## config.mk

```make
export PLATFORM = sky130hd
export DESIGN_NAME = vram_arbiter
export DESIGN_NICKNAME = d
export VERILOG_FILES = /design/src/rtl/vram_arbiter.sv
export SDC_FILE = /design/constraint.sdc
export NUM_CORES = 1
export LEC_CHECK = 0
export ABC_AREA = 1
export CELL_PAD_IN_SITES_DETAIL_PLACEMENT = 0
export CELL_PAD_IN_SITES_GLOBAL_PLACEMENT = 1
export CORE_MARGIN = 4
export CORE_UTILIZATION = 20
export DETAILED_ROUTE_END_ITERATION = 16
export GPL_TIMING_DRIVEN = 0
export MAX_ROUTING_LAYER = met4
export PLACE_DENSITY = 0.91
export SYNTH_ARGS = -nofsm -noshare
export SYNTH_HDL_FRONTEND = slang
export SYNTH_SLANG_ARGS = --single-unit
```

## constraint.sdc

```tcl
create_clock -name clk_i -period 1.8 [get_ports clk_i]
set_input_delay 0.36 -clock clk_i [delete_from_list [all_inputs] [get_ports clk_i]]
set_output_delay 0.36 -clock clk_i [all_outputs]
set_load 0.02 [all_outputs]
```

## src/rtl/vram_arbiter.sv

```systemverilog
// Video RAM arbiter: scanout fetch has absolute priority, CPU and debug bridge share
// the remaining slots round-robin. Optional CPU stall counter under VRAM_ARB_STATS_EN.
module vram_arbiter #(
  parameter int unsigned AWIDTH = 11,
  parameter int unsigned DWIDTH = 16
) (
  input  logic              clk_i,
  input  logic              reset_i,
  // Scanout fetch
  input  logic              vga_req_i,
  input  logic [AWIDTH-1:0] vga_addr_i,
  output logic [DWIDTH-1:0] vga_rdata_o,
  output logic              vga_rvalid_o,
  // CPU data bus
  input  logic              cpu_req_i,
  input  logic              cpu_we_i,
  input  logic [AWIDTH-1:0] cpu_addr_i,
  input  logic [DWIDTH-1:0] cpu_wdata_i,
  output logic [DWIDTH-1:0] cpu_rdata_o,
  output logic              cpu_ack_o,
  // SPI debug bridge
  input  logic              dbg_req_i,
  input  logic              dbg_we_i,
  input  logic [AWIDTH-1:0] dbg_addr_i,
  input  logic [DWIDTH-1:0] dbg_wdata_i,
  output logic [DWIDTH-1:0] dbg_rdata_o,
  output logic              dbg_ack_o,
  // RAM port
  output logic [AWIDTH-1:0] mem_addr_o,
  output logic [DWIDTH-1:0] mem_wdata_o,
  output logic              mem_we_o,
  input  logic [DWIDTH-1:0] mem_rdata_i,
  // Statistics
  output logic [15:0]       stall_count_o,
  input  logic              stall_clr_i
);

  typedef enum logic [1:0] {
    PendNone,
    PendVga,
    PendCpu,
    PendDbg
  } pend_e;

  pend_e             pend_q, pend_d;
  logic              rr_dbg_q, rr_dbg_d;
  logic [AWIDTH-1:0] addr_q, addr_d;
  logic [DWIDTH-1:0] wdata_q, wdata_d;
  logic              cpu_elig, dbg_elig;
  logic              pick_cpu;

  // A requester whose completion is still pending is not eligible, so a held request
  // is never serviced twice.
  always_comb begin
    pend_d   = PendNone;
    rr_dbg_d = rr_dbg_q;
    addr_d   = addr_q;
    wdata_d  = wdata_q;
    mem_we_o = 1'b0;
    cpu_elig = cpu_req_i && (pend_q != PendCpu);
    dbg_elig = dbg_req_i && (pend_q != PendDbg);
    pick_cpu = cpu_elig && (!dbg_elig || !rr_dbg_q);

    if (!reset_i) begin
      if (vga_req_i) begin
        pend_d = PendVga;
        addr_d = vga_addr_i;
      end else if (pick_cpu) begin
        pend_d   = PendCpu;
        addr_d   = cpu_addr_i;
        wdata_d  = cpu_wdata_i;
        mem_we_o = cpu_we_i;
        rr_dbg_d = 1'b1;
      end else if (dbg_elig) begin
        pend_d   = PendDbg;
        addr_d   = dbg_addr_i;
        wdata_d  = dbg_wdata_i;
        mem_we_o = dbg_we_i;
        rr_dbg_d = 1'b0;
      end
    end
  end

  always_ff @(posedge clk_i) begin
    if (reset_i) begin
      pend_q   <= PendNone;
      rr_dbg_q <= 1'b0;
      addr_q   <= '0;
      wdata_q  <= '0;
    end else begin
      pend_q   <= pend_d;
      rr_dbg_q <= rr_dbg_d;
      addr_q   <= addr_d;
      wdata_q  <= wdata_d;
    end
  end

  // Idle cycles keep presenting the last address; reset forces the bus to zero.
  assign mem_addr_o  = reset_i ? '0 : addr_d;
  assign mem_wdata_o = reset_i ? '0 : wdata_d;

  // Completions are masked during reset so an interrupted access is dropped.
  assign vga_rvalid_o = (pend_q == PendVga) && !reset_i;
  assign cpu_ack_o    = (pend_q == PendCpu) && !reset_i;
  assign dbg_ack_o    = (pend_q == PendDbg) && !reset_i;

  assign vga_rdata_o = vga_rvalid_o ? mem_rdata_i : '0;
  assign cpu_rdata_o = cpu_ack_o    ? mem_rdata_i : '0;
  assign dbg_rdata_o = dbg_ack_o    ? mem_rdata_i : '0;

`ifdef VRAM_ARB_STATS_EN
  logic [15:0] stall_q, stall_d;

  // Counts cycles the CPU waits with no grant and no completion outstanding.
  always_comb begin
    stall_d = stall_q;
    if (stall_clr_i) begin
      stall_d = '0;
    end else if (cpu_req_i && (pend_d != PendCpu) && (pend_q != PendCpu) &&
                 (stall_q != 16'hFFFF)) begin
      stall_d = stall_q + 16'd1;
    end
  end

  always_ff @(posedge clk_i) begin
    if (reset_i) begin
      stall_q <= '0;
    end else begin
      stall_q <= stall_d;
    end
  end

  assign stall_count_o = stall_q;
`else
  logic unused_stall_clr;
  assign unused_stall_clr = stall_clr_i;
  assign stall_count_o    = 16'h0000;
`endif

endmodule

```

* Yosys cells after proc, flatten, opt, wreduce, memory -nomap -nowiden
Index checks and enable logic that the tools add are counted.
Cells by class: equal/unequal tests 5, muxes and demuxes 20, bitwise logic cells 1, reduce and logical (&&, ||, !) cells 13
Operators by type and width (number):
- $mux W16 | 7
- $mux W11 | 4
- $mux W1 | 7
- $logic_and A1 B1 Y1 | 6
- $eq A2 B2 Y1 const B | 2
- $mux W2 | 2
- $ne A2 B2 Y1 const B | 2
- $logic_not A1 Y1 | 3
- $eq A2 B1 Y1 const B | 1
- $reduce_and A2 Y1 | 1
- $reduce_bool A2 Y1 | 1
- $reduce_or A2 Y1 | 1
- $logic_or A1 B1 Y1 | 1
- $not A1 Y1 | 1
Storage, ports and cells: flip-flop bits (word level) 30, output and inout bits 95, logic and storage cells 44

* Depth between registers and ports, before layout
Gate-level depths: netlist of the first run.
depth after elaboration 8, mapped depth 9, mapped depth without buffers 8

* Least setup slack after synthesis of the first run
OpenSTA, ideal clock, no wires.
kind reg2out, from reg pend_q[0], to out vga_rdata_o[10], arrival time 1.596 ns, required time 1.440 ns, setup slack -0.156 ns, cell stages (with the launch flop) 6, path buffers 1, path through dfxtp_1 > inv_2 > nor3_1 > inv_2 > buf_6 > nor2_1
Between the ends: word-level cells in the longest chain between the ends 3
RTL lines:
- from (decl) | RTL line 45 | pend_e pend_q, pend_d;
- from (signal assigned) | RTL line 86 | pend_q <= PendNone;
- from (signal assigned) | RTL line 91 | pend_q <= pend_d;
- $eq A2 B1 Y1 | RTL line 103 | assign vga_rvalid_o = (pend_q == PendVga) && !reset_i;
- $logic_and A1 B1 Y1 | RTL line 103
- net vga_rvalid_o | RTL line 13 | output logic vga_rvalid_o,
- $mux W16 | RTL line 107 | assign vga_rdata_o = vga_rvalid_o ? mem_rdata_i : '0;
- to (decl) | RTL line 12 | output logic [DWIDTH-1:0] vga_rdata_o,
The timed path passes the listed nets, and every way through them passes these cells.

* Worst setup path in the final report of the first run
from reg pend_q[0], to out mem_addr_o[9]
Between the ends: word-level cells in the longest chain between the ends 8, elaborated cells between the ends (all ways) 11, those cells by class eq/ne: 2; mux: 4; reduce/logical: 5
RTL lines:
- $ne A2 B2 Y1 | RTL line 61 | dbg_elig = dbg_req_i && (pend_q != PendDbg);
- $logic_and A1 B1 Y1 | RTL line 61
- $logic_not A1 Y1 | RTL line 62 | pick_cpu = cpu_elig && (!dbg_elig || !rr_dbg_q);
- $logic_or A1 B1 Y1 | RTL line 62
- $logic_and A1 B1 Y1 | RTL line 62
- $mux W11 (*) | RTL line 68 | end else if (pick_cpu) begin
- $mux W11 (*) | RTL line 65 | if (vga_req_i) begin
- $mux W11 (*)
- to (decl) | RTL line 29 | output logic [AWIDTH-1:0] mem_addr_o,
Every way passes the cells marked *; elsewhere a longest branch is shown, timed or not.

==> results.cfg, run 1 <==
[global_routing]
grtUsageTotal_pct = 14.9
grt_pass1_wl_um = 15200
grt-ovfl-total = 0
antenna_found_initial = 1
grt_pass1_vias = 3153
grt_max_degree = 11

[placed_design]
place_ws_ns = -1.24
dpl_cell_area_um2 = 4220
hpwl_um = 7670
portBuffers = 166
routabilityCongestion = 0.800

[clocking]
htree_levels = 2
clkSinkCount = 30
cts_max_path_buffers = 2
clock_latency_ns = 0.27
postCtsHoldBufs = 0
cts.reportedPaths.clkPinSlew_ns = 0.05
cts_root_buf = clkbuf_16
cts_tree = yes
numCtsBuffers = 5

[critical_path]
crit_type = reg -> out
required_ns = 1.44
crit_fanout = 6
ff2ff_path_depth = 8
cp-end-kind = output port
rr_endpoint = addr_q[9]
critPathLaunchType = register
r2r-start = pend_q[0]
cp.arrival_ns = 1.63
rrSetupSlack_ns = 0.34

[sta]
max_clock_freq_mhz = 501
final.setup_skew_ns = 0.00497
finalSetupViolations = 45
finalCritPeriodShare_pct = 111
period_minus_slack_ns = 1.99
slew_viol_final = 0
fin_ws_ns = -0.194
hold_viol = 0
rsz0062_at_grt = true
setup_tns_ns = -6.50
holdWs_ns = 0.498

[synth]
yosys.area.top_type = dfxtp_1
synth-edff-count = 0
yosysWarnings = 0
netlist_area_um2 = 2320
netlist_instances = 407
yosys_most_used_dff = dfxtp_1
netlist-cell-type-count = 20
ys_seq_elements = 30
async_reset_ff_share_pct = 0
yosys-top-cells-area = dfxtp_1, nand2_1, inv_1
syn_area_per_cell_um2 = 5.69
yosysSeqAreaShare_pct = 25.9
synthDominantCellAreaShare_pct = 25.9

[route]
postRouteAntennaNets = 0
post_drt_wl_per_cell_um = 13.6
drtIter0Drc = 93
firstDrtPassIters = 4
wl_um = 10500
vias = 3209
route.detailed.drc = 0
vias_per_cell = 4.17

[floorplanning]
start_util_pct = 20.4
fp.dieH_um = 116
rows = 39
fp.dieW_um = 116
ios = 184
die_area_um2 = 13400
coreArea_um2 = 11400

[finish]
postLayoutCellArea_um2 = 5070
layout.nets = 713
utilization_pct = 44.6
area_delta_synth_final_pct = 119
fillers = 1132
drive_gt1_share_pct = 38.7

[power_and_ir_drop]
powerDensity_nw_per_um2 = 537
power.leakage_nw = 2.64
ir_drop_v = 0.000358

[job]
maxCapViolCount = 0

[worst_hold_path]
min_path_cells = 2
min_from = reset_i
min_path_type = in -> reg
whs_endpoint = pend_q[0]

[status]
status = complete, but fails checks
violations = setup timing
[worst max path at each step]
stage | endpoint | start | slack (ns) | cells after the start
after floorplan | cpu_rdata_o[10] | pend_q[1] | 0.05 | 5
after global placement | mem_addr_o[6] | reset_i | -1.22 | 6
after detailed placement | mem_addr_o[9] | reset_i | -1.24 | 6
after CTS | mem_wdata_o[8] | pend_q[0] | -0.22 | 10
after global routing | mem_wdata_o[5] | pend_q[0] | -0.28 | 10
final | mem_addr_o[9] | pend_q[0] | -0.19 | 8
[timing repair]
item	CTS	global route
pin swaps	16	35
setup buffers	16	11
setup endpoints to repair	89	60
gates resized for setup	464	114
cloned	4	1
[through the flow]
stage          power, mW  instances
2_1_floorplan       1.23        422
3_3_place_gp        1.67        731
3_5_place_dp        1.68        731
4_1_cts             2.64        759
5_1_grt             2.86        769
6_report            2.73        769
[kinds of logic (layout without fill, tap and decap cells)]
group	after synthesis	after routing	share of synthesized area (%)
AND/OR/NAND/NOR	264	264	49.7
other	1	17	0.162
flip-flops	30	30	25.9
buffers and inverters	107	310	22.9
AO/OA/AOI/OAI	5	5	1.24
[where the power goes]
part / total [mW] / internal, mW / switching [mW] / leakage, nW
clock network: 0.845 / 0.548 / 0.298 / 0.0739
logic: 1.13 / 0.572 / 0.561 / 2.31
registers: 0.748 / 0.726 / 0.0220 / 0.250
[final cells by class]
| type | count | area [um^2] | area share [%] |
|---|---|---|---|
| timing repair buffer | 196 | 1950 | 38.5 |
| inverter | 70 | 284 | 5.60 |
| antenna | 1 | 2.50 | 0.0493 |
| clock inverter | 1 | 5.00 | 0.0987 |
| clock buffer | 7 | 143 | 2.81 |
| tap | 143 | 179 | 3.53 |
| sequential | 30 | 608 | 12.0 |
| buffer | 36 | 340 | 6.71 |
| multi-input combinational | 285 | 1560 | 30.8 |
[state kept, by name, summed over array words and instances, names as in the netlist]
register	count
wdata_q	16
pend_q	2
rr_dbg_q	1
addr_q	11
[placed cells by master (no fill, tap or decap), types with 8 or more instances in the layout]
master           Yosys  layout
buf_6                7      59
conb_1               1      16
buf_2                8      11
buf_4               18      53
nand2_2              3      12
clkdlybuf4s50_1      0      83
nand3b_1            22      22
dfxtp_1             30      28
nor2_4               0      16
inv_2                4      18
nand3_2              1      18
nand3_1             46      28
nor2_1              51      27
inv_1               64      45
nand2_1            139     126
nor2_2               0       8
[synth_stat cells (3+ instances only)]
| cell type | instances |
|---|---|
| inv_2 | 4 |
| buf_2 | 8 |
| nand2_2 | 3 |
| nand3_1 | 46 |
| nand2_1 | 139 |
| nor2_1 | 51 |
| inv_1 | 64 |
| clkbuf_1 | 4 |
| dfxtp_1 | 30 |
| nand3b_1 | 22 |
| buf_4 | 18 |
| buf_6 | 7 |
[critical path, cell delays in order, from the launching register on]
cell      delay [ns]
dfxtp_4         0.38
inv_4           0.05
a21oi_4         0.21
buf_8           0.18
buf_8           0.13
nand3b_1        0.09
nand3_1         0.11
nand2_2         0.08
buf_6           0.13
[metal layers]
layer	up-vias	global-route usage, %	share of wire, %
met2	151	27.4	50
li1	1620	-	-
met5	-	-	0
met4	0	4.18	1.4
met3	11	3.24	10
met1	1427	16.0	38
Power figures use the tool's default switching activity.
==> inputs of run 2 (changes only) <==
--- a/config.mk
+++ b/config.mk
@@ -14,6 +14,7 @@
 export GPL_TIMING_DRIVEN = 0
 export MAX_ROUTING_LAYER = met4
 export PLACE_DENSITY = 0.91
+export SETUP_SLACK_MARGIN = 0.15
 export SYNTH_ARGS = -nofsm -noshare
 export SYNTH_HDL_FRONTEND = slang
 export SYNTH_SLANG_ARGS = --single-unit
==> run 2 against run 1 <==
Against the previous run: the run still ends with setup timing left; worst hold slack gained 0.035 ns; setup slack lost 0.039 ns; fmax fell by 1.9%; combinational power up 15%; clock power about the same; global-route usage increased by 0.47 points; first-iteration DRC count increased by 8.6%; critical endpoint is now mem_wdata_o[13]; die area did not move; largest power group unchanged; total power is 6.0% higher; cell area increased by 12%; sequential power hardly changed.
==> results.cfg, run 2 (synthesized netlist as in run 1, its figures left out) <==
[critical_path]
rr_endpoint = addr_q[3]
rrSetupSlack_ns = 0.27
worst_path_max_delay_cell = dfxtp_4
r2r-start = pend_q[0]
cp.arrival_ns = 1.67
ff2ff_path_depth = 9
crit_type = reg -> out
crit_top_cell = buf_6
required_ns = 1.44
cp-end-kind = output port
crit_fanout = 6
crit_path_start = pend_q[0]
crit_path_max_incr_delay_ns = 0.40
critPathLaunchType = register
crit_chain = inv_4 -> a21oi_4 -> buf_6 -> nand2_8 -> buf_6 -> nand2_2 -> nand3_1 -> nand2_1 -> inv_2 -> buf_6

[sta]
final.setup_skew_ns = 0.00580
finalCritPeriodShare_pct = 113
slew_viol_final = 0
finalSetupViolations = 56
max_clock_freq_mhz = 492
fin_ws_ns = -0.233
hold_viol = 0
rsz0062_at_grt = true
period_minus_slack_ns = 2.03

[status]
status = complete, but fails checks
violations = setup timing

[finish]
largest_reg_flops = 16
layout_common_cells = nand2_1, buf_6, clkdlybuf4s50_1, buf_4, inv_1
utilization_pct = 50.0
area_delta_synth_final_pct = 145
final_common_cell = nand2_1
drive_gt1_share_pct = 49.9
layout.nets = 727
largest_register = wdata_q
reg_top3 = wdata_q (16), addr_q (11), pend_q (2)
postLayoutCellArea_um2 = 5680

[placed_design]
dpl_cell_area_um2 = 4260
routabilityCongestion = 0.752
hpwl_um = 7780
place_ws_ns = -1.28
portBuffers = 166

[route]
wl_um = 11800
postRouteAntennaNets = 0
drtIter0Drc = 101
route.detailed.drc = 0
post_drt_wl_per_cell_um = 15.1
vias_per_cell = 4.35
vias = 3408
firstDrtPassIters = 4

[floorplanning]
rows = 39
start_util_pct = 20.4
fp.dieW_um = 116
coreArea_um2 = 11400
ios = 184
die_area_um2 = 13400
fp.dieH_um = 116

[clocking]
cts_max_path_buffers = 2
htree_levels = 2
clkSinkCount = 30
cts_root_buf = clkbuf_16
numCtsBuffers = 5
cts_tree = yes
postCtsHoldBufs = 0
cts.reportedPaths.clkPinSlew_ns = 0.05
clock_latency_ns = 0.27

[global_routing]
grt-ovfl-total = 0
grt_pass1_wl_um = 15800
grt_pass1_vias = 3152
grtUsageTotal_pct = 15.3
antenna_found_initial = 1
grt_max_degree = 11

[worst_hold_path]
min_from = rr_dbg_q
whs_endpoint = rr_dbg_q
min_path_cells = 2
min_path_type = reg -> reg

[job]
maxCapViolCount = 0

[power_and_ir_drop]
ir_drop_v = 0.000344
powerDensity_nw_per_um2 = 509
power.leakage_nw = 2.78
power_mw = 2.89
-- run 2: cell types whose count changed in the layout (fill, tap and decap cells not counted), sizes merged --
cell / previous run / this run
buf: 134 / 153
clkbuf: 12 / 13
dlygate4sd2: 4 / 3
clkinv: 4 / 3
clkdlybuf4s15: 6 / 1
inv: 67 / 68
-- run 2: area by class of cell --
class | count | area [um^2]
diodes | 1 | 2.50
plain buffers | 37 | 358
clock buffers | 7 | 143
clock inverters | 1 | 5.00
fillers | 1049 | 5690
inverters | 70 | 279
multi-input cells | 285 | 1890
flip-flops and latches | 30 | 608
well taps | 143 | 179
repair buffers | 209 | 2220
-- run 2: worst max-delay path by stage --
stage          cells after the start              end  slack (ns)
2_1_floorplan                      5  cpu_rdata_o[10]        0.09
3_3_place_gp                       6    mem_addr_o[8]       -1.27
3_5_place_dp                       6    mem_addr_o[6]       -1.28
4_1_cts                            9   mem_wdata_o[8]       -0.18
5_1_grt                           10  mem_wdata_o[13]       -0.32
6_report                          10  mem_wdata_o[13]       -0.23
-- run 2: stage by stage --
step           setup TNS [ns]  hold slack, ns  instances
2_1_floorplan               0           0.429        422
3_3_place_gp           -82.62           0.493        731
3_5_place_dp           -81.90           0.504        731
4_1_cts                 -5.57           0.534        764
5_1_grt                -11.62           0.560        783
6_report                -7.34           0.533        783
-- run 2: worst max-delay path: cells and delay by family, from the launching register on --
family	cells	cell delay [ns]
buf+inv	5	0.52
flops	1	0.40
simple gates	4	0.33
compound gates	1	0.16
-- run 2: what timing repair did --
action,CTS,global route
endpoints found under the setup margin,99,78
hold endpoints to repair,0,0
buffers inserted,20,15
resized for setup,556,152
pin swaps,12,36
cloned,5,3
-- run 2: metal layers --
metal	vias up	global-route usage, %	part of all wire, %
met5	-	-	0
li1	1646	-	-
met4	0	4.80	3.7
met2	166	27.9	50
met3	34	3.29	8.2
met1	1562	16.7	38
-- run 2: where the power goes --
group / switching [mW] / internal [mW]
clock: 0.298 / 0.548
sequential: 0.0236 / 0.726
combinational: 0.648 / 0.647
==> inputs of run 3 (changes only) <==
--- a/config.mk
+++ b/config.mk
@@ -6,6 +6,7 @@
 export NUM_CORES = 1
 export LEC_CHECK = 0
 export ABC_AREA = 1
+export CAP_MARGIN = 30
 export CELL_PAD_IN_SITES_DETAIL_PLACEMENT = 0
 export CELL_PAD_IN_SITES_GLOBAL_PLACEMENT = 1
 export CORE_MARGIN = 4
==> results of run 3 <==
No change in the layout: final DEF, timing and power equal those of run 2.
